File: src/rtl/uart_fifo_bridge.sv
// Byte-buffering bridge between the UART engines and the serial slave.
// RX FIFO captures received bytes; TX FIFO feeds the transmitter through a start/busy FSM.
module uart_fifo_bridge #(
  parameter int unsigned RX_DEPTH      = 16,
  parameter int unsigned TX_DEPTH      = 16,
  parameter int unsigned START_TIMEOUT = 8
) (
  input  logic                        clk_bus,
  input  logic                        rst_bus_n,
  input  logic                        uart_rx_ready,
  input  logic [7:0]                  uart_rx_data,
  output logic                        uart_rx_clear,
  input  logic                        uart_tx_busy,
  output logic                        uart_tx_start,
  output logic [7:0]                  uart_tx_data,
  input  logic                        rx_pop,
  output logic [7:0]                  rx_data,
  output logic                        rx_empty,
  output logic [$clog2(RX_DEPTH):0]   rx_count,
  input  logic                        tx_push,
  input  logic [7:0]                  tx_wdata,
  output logic                        tx_full,
  output logic                        tx_idle,
  output logic                        rx_overrun,
  input  logic                        ovr_clr
);

  localparam int unsigned RX_AW = $clog2(RX_DEPTH);
  localparam int unsigned RX_CW = RX_AW + 1;
  localparam int unsigned TX_AW = $clog2(TX_DEPTH);
  localparam int unsigned TX_CW = TX_AW + 1;
  localparam int unsigned TMR_W = $clog2(START_TIMEOUT);

  typedef enum logic [1:0] {ST_IDLE, ST_START, ST_WAIT_BUSY, ST_WAIT_DONE} tx_state_e;

  logic [7:0]       rx_mem [RX_DEPTH];
  logic [RX_AW-1:0] rx_wr_q, rx_rd_q;
  logic [RX_CW-1:0] rx_cnt_q, rx_cnt_d;
  logic             clr_q, ovr_q;
  logic             rx_cap_c, rx_full_c, rx_push_c, rx_drop_c, rx_pop_c;

  logic [7:0]       tx_mem [TX_DEPTH];
  logic [TX_AW-1:0] tx_wr_q, tx_rd_q;
  logic [TX_CW-1:0] tx_cnt_q, tx_cnt_d;
  logic             tx_full_q, tx_idle_q, start_q;
  logic [7:0]       tx_data_q;
  logic             tx_push_c, tx_pop_c;

  tx_state_e        state_q, state_d;
  logic [TMR_W-1:0] tmr_q, tmr_d;

  // A pending clear blocks re-sampling of the level-held ready flag.
  always_comb begin
    rx_cap_c  = uart_rx_ready && !clr_q;
    rx_full_c = (rx_cnt_q == RX_CW'(RX_DEPTH));
    rx_push_c = rx_cap_c && !rx_full_c;
    rx_drop_c = rx_cap_c && rx_full_c;
    rx_pop_c  = rx_pop && (rx_cnt_q != '0);
    rx_cnt_d  = rx_cnt_q + RX_CW'(rx_push_c) - RX_CW'(rx_pop_c);
  end

  always_ff @(posedge clk_bus or negedge rst_bus_n) begin
    if (!rst_bus_n) begin
      rx_wr_q  <= '0;
      rx_rd_q  <= '0;
      rx_cnt_q <= '0;
      clr_q    <= 1'b0;
      ovr_q    <= 1'b0;
    end else begin
      rx_cnt_q <= rx_cnt_d;
      clr_q    <= rx_cap_c;
      if (rx_push_c) rx_wr_q <= rx_wr_q + RX_AW'(1);
      if (rx_pop_c)  rx_rd_q <= rx_rd_q + RX_AW'(1);
      if (rx_drop_c)    ovr_q <= 1'b1;
      else if (ovr_clr) ovr_q <= 1'b0;
    end
  end

  always_ff @(posedge clk_bus) begin
    if (rx_push_c) rx_mem[rx_wr_q] <= uart_rx_data;
  end

  assign rx_data       = (rx_cnt_q == '0) ? 8'h00 : rx_mem[rx_rd_q];
  assign rx_empty      = (rx_cnt_q == '0);
  assign rx_count      = rx_cnt_q;
  assign rx_overrun    = ovr_q;
  assign uart_rx_clear = clr_q;

  // TX FSM next state; the timeout treats an unacknowledged start as sent.
  always_comb begin
    state_d  = state_q;
    tmr_d    = tmr_q;
    tx_pop_c = 1'b0;
    case (state_q)
      ST_IDLE: begin
        if ((tx_cnt_q != '0) && !uart_tx_busy) begin
          tx_pop_c = 1'b1;
          state_d  = ST_START;
        end
      end
      ST_START: begin
        tmr_d   = '0;
        state_d = ST_WAIT_BUSY;
      end
      ST_WAIT_BUSY: begin
        if (uart_tx_busy)                               state_d = ST_WAIT_DONE;
        else if (tmr_q == TMR_W'(START_TIMEOUT - 1))    state_d = ST_IDLE;
        else                                            tmr_d   = tmr_q + TMR_W'(1);
      end
      ST_WAIT_DONE: begin
        if (!uart_tx_busy) state_d = ST_IDLE;
      end
      default: state_d = ST_IDLE;
    endcase
    tx_push_c = tx_push && !tx_full_q;
    tx_cnt_d  = tx_cnt_q + TX_CW'(tx_push_c) - TX_CW'(tx_pop_c);
  end

  always_ff @(posedge clk_bus or negedge rst_bus_n) begin
    if (!rst_bus_n) begin
      state_q   <= ST_IDLE;
      tmr_q     <= '0;
      tx_wr_q   <= '0;
      tx_rd_q   <= '0;
      tx_cnt_q  <= '0;
      tx_full_q <= 1'b0;
      tx_idle_q <= 1'b1;
      start_q   <= 1'b0;
      tx_data_q <= 8'h00;
    end else begin
      state_q   <= state_d;
      tmr_q     <= tmr_d;
      tx_cnt_q  <= tx_cnt_d;
      tx_full_q <= (tx_cnt_d == TX_CW'(TX_DEPTH));
      tx_idle_q <= (tx_cnt_d == '0) && (state_d == ST_IDLE);
      start_q   <= (state_d == ST_START);
      if (tx_push_c) tx_wr_q <= tx_wr_q + TX_AW'(1);
      if (tx_pop_c) begin
        tx_rd_q   <= tx_rd_q + TX_AW'(1);
        tx_data_q <= tx_mem[tx_rd_q];
      end
    end
  end

  always_ff @(posedge clk_bus) begin
    if (tx_push_c) tx_mem[tx_wr_q] <= tx_wdata;
  end

  assign tx_full       = tx_full_q;
  assign tx_idle       = tx_idle_q;
  assign uart_tx_start = start_q;
  assign uart_tx_data  = tx_data_q;

endmodule
File: config.mk
export PLATFORM = sky130hd
export DESIGN_NAME = uart_fifo_bridge
export DESIGN_NICKNAME = d
export VERILOG_FILES = /design/src/rtl/uart_fifo_bridge.sv
export SDC_FILE = /design/constraint.sdc
export NUM_CORES = 1
export LEC_CHECK = 0
export ABC_AREA = 1
export CAP_MARGIN = 15
export CORE_MARGIN = 1.5
export CORE_UTILIZATION = 40
export CTS_CLUSTER_DIAMETER = 100
export DETAILED_ROUTE_END_ITERATION = 16
export SLEW_MARGIN = 20
export SYNTH_ARGS = -nofsm -noshare
export SYNTH_HDL_FRONTEND = slang
export SYNTH_SLANG_ARGS = --single-unit
export TNS_END_PERCENT = 5
File: constraint.sdc
create_clock -name clk_bus -period 2.3 [get_ports clk_bus]
set_clock_uncertainty 0.05 [all_clocks]
set_input_delay 0.46 -clock clk_bus [delete_from_list [all_inputs] [get_ports clk_bus]]
set_output_delay 0.46 -clock clk_bus [all_outputs]
set_load 0.02 [all_outputs]
==> flow_summary.toml <==
[outcome]
status = "complete, but fails checks"
violations = "negative setup slack"

[place]
dp_hpwl_mm = 18.8
place.port_buffers = 49
gp_congestion = 0.825
dp_slack_ns = -0.418

[cells_and_area]
nFillCells = 2808
diodes = 0
multi_input_area_um2 = 3600
final_util_pct = 50.2
ff_latch_area_um2 = 8790
final_nets = 1393
layout-drive-gt1-share_pct = 17.3
area_growth_pct = 23.0

[synth]
ys_types = 26
yosys.area_share.simple_pct = 20.6
synthFlopType = "edfxtp_1"
yosysWarningCount = 0
synth_top_area_share_pct = 59.4
syn_inst = 1206
ys_top_cells_by_area = "edfxtp_1, nand2_1, dfrtp_1, nand3_1, inv_1"
synth_most_common_cell = "nand2_1"
synth_top_family_by_area = "simple AND/OR/NAND/NOR gates"
syn_avg_cell_area_um2 = 10.7
synth_compound_area_share_pct = 0.966
synth-xor-area-share_pct = 1.35
synthArstFlopShare_pct = 14.7
synth_adder_area_share_pct = 2.63
synthTopCellsByCount = "nand2_1, edfxtp_1, nand3_1, inv_1, dfrtp_1"
syn_nets = 1255
syn_area_um2 = 12900
synthMuxAreaShare_pct = 0
synth_top_area_cell = "edfxtp_1"
synth_edf_count = 256
ys_seq_area_share_pct = 67.9
synth_seq_cells = 300

[die]
dieHeight_um = 183
io_pins = 50
core_area_um2 = 31700
placementRows = 65
initial_core_util_pct = 40.8
die_area_um2 = 33500
fp.dieW_um = 183

[drt]
via_count = 8636
drtAntennaViolNets = 0
wl_per_cell_um = 16.6
first_iter_violations = 605
drc_errors = 0
first_pass_iters = 5
vias_per_cell = 4.88
routed_wl_mm = 29.3

[pwr]
leakage_nw = 6.64
power_density_nw_per_um2 = 1280
ir_worst_vdd_mv = 0.757

[setup_path]
startpoint_type = "flip-flop"
critical_path.max_fanout = 6
regToRegSetupSlack_ns = -0.05
cp.required_ns = 1.79
cp-end-kind = "primary output"
path_class = "flip-flop to primary output"
crit_arrival_ns = 2.04

[global_route]
grt_pass1_vias = 8534
grt_max_degree = 49
antenna_found_initial = 0
grt_usage_pct = 17.9
grt.overflow.total = 0
grt_pass1_wl_mm = 46.0

[cts]
cts_buffers = 34
cts_root_buf = "clkbuf_16"
htree_num_levels = 2
clock_path_buffers = 3
clkTransAtPathRegs_ns = 0.06
clock-sinks = 300
tritoncts = "done"
clock_latency_ns = 0.52

[run]
maxCapViolations = 0

[sta]
setup_viol = 10
rsz0062_at_grt = "yes"
worst_pin_slew_ns = 0.720
fin_crit_ns = 2.55
maxSlewViolCount = 0
finalCritPeriodShare_pct = 111
fmax_mhz = 393
relSlewSlack_pct = 51.8
finalHoldViolations = 0
fin_ws_ns = -0.247

[min_path]
hold_class = "flip-flop to flip-flop"
==> worst max-delay path, cell delays in order, from the launching register on <==
cell	delay, ns
dfrtp_2	0.47
clkinv_4	0.14
buf_8	0.16
clkbuf_16	0.15
nand2_1	0.04
nand3_1	0.06
nand3_1	0.08
nand2_1	0.08
nand2_1	0.06
a21oi_2	0.15
buf_6	0.13
==> area by class of cell <==
cell class / instances / area share, %
well taps: 402 / 3.16
multi-input cells: 710 / 22.6
repair buffers: 154 / 8.91
flip-flops and latches: 300 / 55.2
clock buffers: 47 / 5.78
clock inverters: 13 / 0.880
inverters: 144 / 3.47
==> state kept, by name, indices dropped and copies added, names as in the netlist <==
register,flops
rx_mem,128
tx_mem,128
uart_tx_data,8
rx_count,5
tx_cnt_q,5
rx_rd_q,4
rx_wr_q,4
tx_rd_q,4
tx_wr_q,4
tmr_q,3
state_q,2
rx_overrun,1
tx_full,1
tx_idle,1
uart_rx_clear,1
uart_tx_start,1
==> cell usage in the layout (no fill, tap or decap), drive strengths merged <==
cell type	instances
nor3	1
dfstp	1
clkbuf	49
dlygate4sd3	1
nor2	43
edfxtp	256
clkinv	14
xnor2	2
nand3	201
nand4	3
fa	2
bufinv	2
clkinvlp	1
a21oi	12
o32ai	1
o21ai	10
nand3b	1
a31oi	1
xor2	18
ha	24
clkdlybuf4s50	39
inv	140
buf	112
dfrtp	43
nand2	391
==> cells by family after synthesis <==
logic type / count (synthesis)
adders and majority gates: 26
AOI/OAI and AO/OA: 24
DFF: 300
and+or+nand+nor: 640
xor gates and xnor gates: 20
buffers and inverters: 196
==> repair_timing <==
item	CTS	global route
buffers inserted	1	2
gates resized for setup	64	65
gates cloned	1	2
endpoints found under the hold margin	26	0
setup endpoints to repair	13	14
pin swaps	6	23
hold buffers	1	0
==> final timing paths <==
path                                                   from                           to  cells after the start
worst min-delay path            uart_tx_data[0]$_DFFE_PN0P_  uart_tx_data[0]$_DFFE_PN0P_                      2
worst max register to register        rx_count[3]$_DFF_PN0_        rx_count[4]$_DFF_PN0_                     13
worst max-delay path                 rx_rd_q[0]$_DFFE_PN0P_                   rx_data[7]                     10
max in group asynchronous                         rst_bus_n       rx_wr_q[2]$_DFFE_PN0P_                      3
min in group asynchronous                         rst_bus_n       tx_wr_q[2]$_DFFE_PN0P_                      2
worst min register to register  uart_tx_data[0]$_DFFE_PN0P_  uart_tx_data[0]$_DFFE_PN0P_                      2
==> power by group <==
group          switching, mW  internal, mW  leakage, nW  total, mW
Clock                   2.08          3.04        0.513       5.13
Sequential             0.376          6.67         2.84       7.05
Combinational           5.05          3.21         3.28       8.26
==> per-layer routing <==
layer	vias to the layer above	share of wire (%)	track usage [%]
li1	4250	-	-
met1	4103	45	24.4
met2	232	47	29.3
met3	51	5.8	3.22
met4	0	2.3	5.44
met5	-	0	0
==> stage by stage <==
step	TNS, ns	power, mW	instance area (um2)	instances	hold WS, ns
2_1_floorplan	-0.0191	11.9	13000	1206	0.114
3_3_place_gp	-8.70	14.6	14500	1704	0.418
3_5_place_dp	-11.15	14.7	14500	1704	0.419
4_1_cts	-2.09	20.1	15600	1767	0.444
5_1_grt	-3.38	21.7	15900	1770	0.454
6_report	-1.90	20.4	15900	1770	0.440
Note: power is estimated with default switching activity, not from simulation.
